## src/rtl/seq_skew_gen.sv

```systemverilog
// seq_skew_gen
//   Launches a skewed multi-lane counting sequence. Lane c starts c cycles
//   after lane 0 and emits `len` consecutive values starting at
//   base + c*STEP. The sequence advances only while `ready` is high.
//
// Ports
//   clock    in   single clock, rising edge
//   reset_n  in   asynchronous active-low reset
//   start    in   launch request, accepted when not busy
//   len      in   elements per lane, captured on acceptance
//   base     in   start value, captured on acceptance
//   ready    in   advance enable while running
//   busy     out  high while a sequence runs
//   done     out  one-cycle completion pulse
//   valid    out  per-lane valid, bit c = lane c
//   data     out  per-lane data, lane c in [c*WIDTH +: WIDTH], zero when invalid
//
// State   | meaning
// --------+--------------------------------------------------------------
// S_IDLE  | waiting for start
// S_RUN   | stepping t from 0 to len+CHANNELS-2, lanes valid per skew
// S_DONE  | single-cycle completion pulse; a start here relaunches at once

module seq_skew_gen #(
   parameter int CHANNELS = 4,
   parameter int WIDTH    = 8,
   parameter int LEN_W    = 8,
   parameter int STEP     = 16
) (
   input  logic                      clock,
   input  logic                      reset_n,
   input  logic                      start,
   input  logic [LEN_W-1:0]          len,
   input  logic [WIDTH-1:0]          base,
   input  logic                      ready,
   output logic                      busy,
   output logic                      done,
   output logic [CHANNELS-1:0]       valid,
   output logic [CHANNELS*WIDTH-1:0] data
);

   // Wide enough for len + CHANNELS - 1 with CHANNELS up to 16.
   localparam int T_W = LEN_W + 5;

   typedef enum logic [1:0] {
      S_IDLE = 2'd0,
      S_RUN  = 2'd1,
      S_DONE = 2'd2
   } state_t;

   state_t             state_q, state_d;
   logic [T_W-1:0]     t_q, t_d;
   logic [LEN_W-1:0]   len_q, len_d;
   logic [WIDTH-1:0]   base_q, base_d;

   logic               accept;
   logic [T_W-1:0]     last_t;

   assign accept = start && (state_q != S_RUN);

   // Only evaluated in S_RUN where len_q >= 1, so this never underflows.
   assign last_t = T_W'(len_q) + T_W'(CHANNELS) - T_W'(2);

   always_comb begin
      state_d = state_q;
      t_d     = t_q;
      len_d   = len_q;
      base_d  = base_q;
      case (state_q)
         S_IDLE, S_DONE: begin
            if (accept) begin
               len_d   = len;
               base_d  = base;
               t_d     = '0;
               state_d = (len == '0) ? S_DONE : S_RUN;
            end else begin
               state_d = S_IDLE;
            end
         end
         S_RUN: begin
            if (ready) begin
               if (t_q == last_t) begin
                  state_d = S_DONE;
               end else begin
                  t_d = t_q + T_W'(1);
               end
            end
         end
         default: state_d = S_IDLE;
      endcase
   end

   always_ff @(posedge clock or negedge reset_n) begin
      if (!reset_n) begin
         state_q <= S_IDLE;
         t_q     <= '0;
         len_q   <= '0;
         base_q  <= '0;
      end else begin
         state_q <= state_d;
         t_q     <= t_d;
         len_q   <= len_d;
         base_q  <= base_d;
      end
   end

   assign busy = (state_q == S_RUN);
   assign done = (state_q == S_DONE);

   // Lane outputs decode directly from registered t/len so they respond to
   // reset without a clock edge and hold naturally while ready is low.
   for (genvar c = 0; c < CHANNELS; c++) begin : g_lane
      localparam logic [T_W-1:0]   C_T = T_W'(c);
      localparam logic [WIDTH-1:0] OFS = WIDTH'(c * STEP);
      logic lane_vld;

      assign lane_vld = busy && (t_q >= C_T) && (t_q < C_T + T_W'(len_q));
      assign valid[c] = lane_vld;
      assign data[c*WIDTH +: WIDTH] =
         lane_vld ? (base_q + WIDTH'(t_q - C_T) + OFS) : '0;
   end

endmodule
```

## config.mk

```make
export PLATFORM = sky130hd
export DESIGN_NAME = seq_skew_gen
export DESIGN_NICKNAME = d
export VERILOG_FILES = /design/src/rtl/seq_skew_gen.sv
export SDC_FILE = /design/constraint.sdc
export NUM_CORES = 1
export LEC_CHECK = 0
export CORE_ASPECT_RATIO = 0.75
export CORE_MARGIN = 3
export CORE_UTILIZATION = 50
export CTS_BUF_LIST = sky130_fd_sc_hd__clkbuf_8
export DETAILED_ROUTE_END_ITERATION = 16
export GPL_TIMING_DRIVEN = 0
export PLACE_DENSITY = 0.75
export SYNTH_ARGS = -nofsm -noshare
export SYNTH_HDL_FRONTEND = slang
export SYNTH_SLANG_ARGS = --single-unit
```

## constraint.sdc

```tcl
create_clock -name clock -period 4.4 [get_ports clock]
set_clock_uncertainty 0.2 [all_clocks]
set_input_delay 1.32 -clock clock [delete_from_list [all_inputs] [get_ports clock]]
set_output_delay 1.32 -clock clock [all_outputs]
set_load 0.02 [all_outputs]
```

==> implementation parameters <==
Parameter                              Value

Clock tree
  TritonCTS clock tree    yes
  Clock buffers created by TritonCTS    5
  Root buf cell    sky130_fd_sc_hd__clkbuf_8
  Count of clock tree sinks    31
  Clock transition at the register clock pins on the worst setup and hold paths after CTS    0.08 ns
  Number of buffers on the longest clock path    2
  Level count of the clock H-tree    2
  Clock latency reported for the late side of the worst-skew pair    0.30 ns
  Number of buffers inserted for hold repair after clock tree synthesis    0

Setup path
  Maximum net fanout on the critical path    7
  Number of buffer and inverter instances along the worst setup path    4
  Cells along the critical path    clkbuf_8 -> nand4_1 -> nor2_2 -> xnor2_1 -> ha_1 -> a21o_1 -> a21o_1 -> a22o_1 -> or4_1 -> buf_6 -> inv_4 -> and2_4 -> buf_6
  Critical Path End Type    output pin
  Crit path DAT    3.11 ns
  Category of cells accounting for the largest share of critical-path delay    simple AND/OR/NAND/NOR gates
  Critical path startpoint category    flip-flop
  Critical Path Slowest Stage Cell    sky130_fd_sc_hd__or4_1
  Highest cell delay on the worst timing path    0.41 ns
  Worst EP required    2.88 ns
  Class of the most critical setup path    reg -> out

Routing
  Vias per std cell    5.87
  First drt pass iteration count    5
  Wire length reported by the detailed router    12.0 mm
  Routed wire per std cell    18.2 um
  Remaining design rule violation count    0
  Via total after detailed routing    3877
  Antenna Nets Post-Route    0
  Drt first-iter violations    305

Synth
  Top cells by area, synth    sky130_fd_sc_hd__ha_1 (22%), sky130_fd_sc_hd__dfrtp_1 (20%), sky130_fd_sc_hd__xnor2_1 (7.1%), sky130_fd_sc_hd__inv_1 (4.8%), sky130_fd_sc_hd__nor2_1 (4.3%)
  Fraction of the mapped netlist area in simple logic gates    22.9%
  Synth Area in Adders    25.4%
  Mean cell area of the mapped netlist    8.16 um^2
  EDFF count, synth    0
  Ys Warns    0
  Post-synth top area share    21.8%
  Post-synthesis instance total    471
  Mux cell area share after synthesis    0%
  Async set-reset flop share out of synthesis    100%
  Top flip-flop cell by instance count after synthesis    sky130_fd_sc_hd__dfrtp_1
  Main combinational cell family by area after synthesis    adder cells
  Netlist Area Pre-Place    3840 um^2
  Largest area contributor in the netlist    sky130_fd_sc_hd__ha_1
  #FFs+latches synth    31
  Synth cell types    56
  Synthesized-area fraction occupied by ao, oa, aoi and oai cells    15.0%
  Parity-gate share of the synthesized area counting xor and xnor cells    8.88%
  Post-synthesis sequential area ratio    20.2%
  Post-synth net total    565

Floorplan
  Core Region    7400 um^2
  Initial core utilization    52.0%
  Die footprint    8790 um^2
  Count of boundary I/O pins    58
  Floorplan die width    107 um
  Site row count    27
  Overall die height    81.9 um

Global routing
  Maximum number of pins on one net before global-route repair    32
  Global routing usage summed across all routing layers    25.7%
  Residual overflow from global routing    0
  Number of global-route vias before repair    3546
  Wire length of the first global-routing pass    17.8 mm
  Initial antenna violation count    0

Timing
  Final critical path time including I/O delays and setup    4.63 ns
  Period Utilization, post-route    105%
  Fmax    216 MHz
  Slew of the pin with the lowest slew margin    0.752 ns
  Slack of the critical path    -0.235 ns
  RSZ-0062 raised after global routing    true
  Total negative setup slack    -3.54 ns
  Worst slew slack as a fraction of its limit    49.9%
  Endpoints failing setup    29
  Pins Over Slew Limit    0
  Hold Vio Cnt, Final    0

Finish
  Number of nets in the layout    653
  Antenna Diode Count    0
  Area delta synth->final    34.1%
  Most common cell after layout, fill and taps aside    sky130_fd_sc_hd__ha_1
  Commonest cells after routing, fill and taps aside    sky130_fd_sc_hd__ha_1 (62), sky130_fd_sc_hd__inv_1 (47), sky130_fd_sc_hd__nand2_1 (36), sky130_fd_sc_hd__buf_4 (33)
  Share of post-route cells with drive strength above 1    23.6%

Placement
  Detailed-placement wirelength estimate    8.36 mm
  Final RePlAce weighted congestion    0.962
  Number of input and output port buffers inserted    57

Hold path
  Hold WC Path Type    reg -> reg

Run status
  Failing checks    negative setup slack
  Outcome    complete, but fails checks

Job
  # Max-Cap Violations    0
repair_timing:
item / CTS / global route
setup endpoints to repair: 36 / 34
endpoints found under the hold margin: 0 / 0
pin swaps: 14 / 11
cloned: 0 / 1
gates resized for setup: 192 / 55
setup buffers: 19 / 8
state kept, by name, summed over array words and instances, names as in the netlist:
name and count:
base_q 8, t_q 13, state_q 2, len_q 8
worst paths after layout:
kind	startpoint	to	slack, ns	cells after the start
max reg2reg	len_q[3]	t_q[3]	1.44	10
max	len_q[2]	data[17]	-0.23	13
max in group asynchronous	reset_n	t_q[2]	2.58	1
min	base_q[7]	base_q[7]	0.31	2
min reg2reg	base_q[7]	base_q[7]	0.31	2
min in group asynchronous	reset_n	len_q[6]	0.87	1
final cells by class:
class | count | area, um^2
multi-input cells | 370 | 3050
inverters | 54 | 205
well taps | 101 | 126
plain buffers | 13 | 93.8
clock buffers | 5 | 68.8
fillers | 539 | 2240
repair buffers | 84 | 800
clock inverters | 3 | 23.8
flip-flops and latches | 31 | 787
through the flow:
step / std cells / hold slack (ns) / area, um^2 / setup WS, ns / utilization, %
final: 661 / 0.306 / 5160 / -0.235 / 69.7
after global routing: 661 / 0.345 / 5160 / -0.292 / 69.7
after CTS: 654 / 0.303 / 4890 / -0.0872 / 66.1
after detailed placement: 629 / 0.285 / 4540 / -0.844 / 61.3
after global placement: 629 / 0.283 / 4540 / -0.767 / 61.4
after floorplan: 471 / 0.265 / 3840 / 0.131 / -
Yosys cell counts (all sizes together), types with 10 or more instances:
library cell and instances:
clkbuf 10, nor2 44, dfrtp 31, o21ai 30, nand3 12, nor3 13
nand2 36, xnor2 31, inv 53, nor2b 11, a21oi 18, ha 67
cells by family (layout without fill, tap and decap cells):
kind of cell / count (synthesis) / in the layout
AOI/OAI and AO/OA: 91 / 92
DFF: 31 / 31
buffers and inverters: 71 / 159
and+or+nand+nor: 165 / 165
xor gates and xnor gates: 39 / 39
adders and majority gates: 74 / 74
layer usage:
metal	part of all wire, %	up-vias	track usage [%]
li1	-	1801	-
met1	44	1866	36.6
met2	46	181	40.9
met3	8.0	29	3.61
met4	2.1	0	6.90
met5	0	-	0
tightest hold or removal path: stages, from the launching register on:
cell	delay (ns)
sky130_fd_sc_hd__dfrtp_1	0.36
sky130_fd_sc_hd__nand2_1	0.05
sky130_fd_sc_hd__nand2_1	0.06
Power is not shown: default switching activity piles up to over one toggle a cycle in this logic, so the estimate is an artifact.
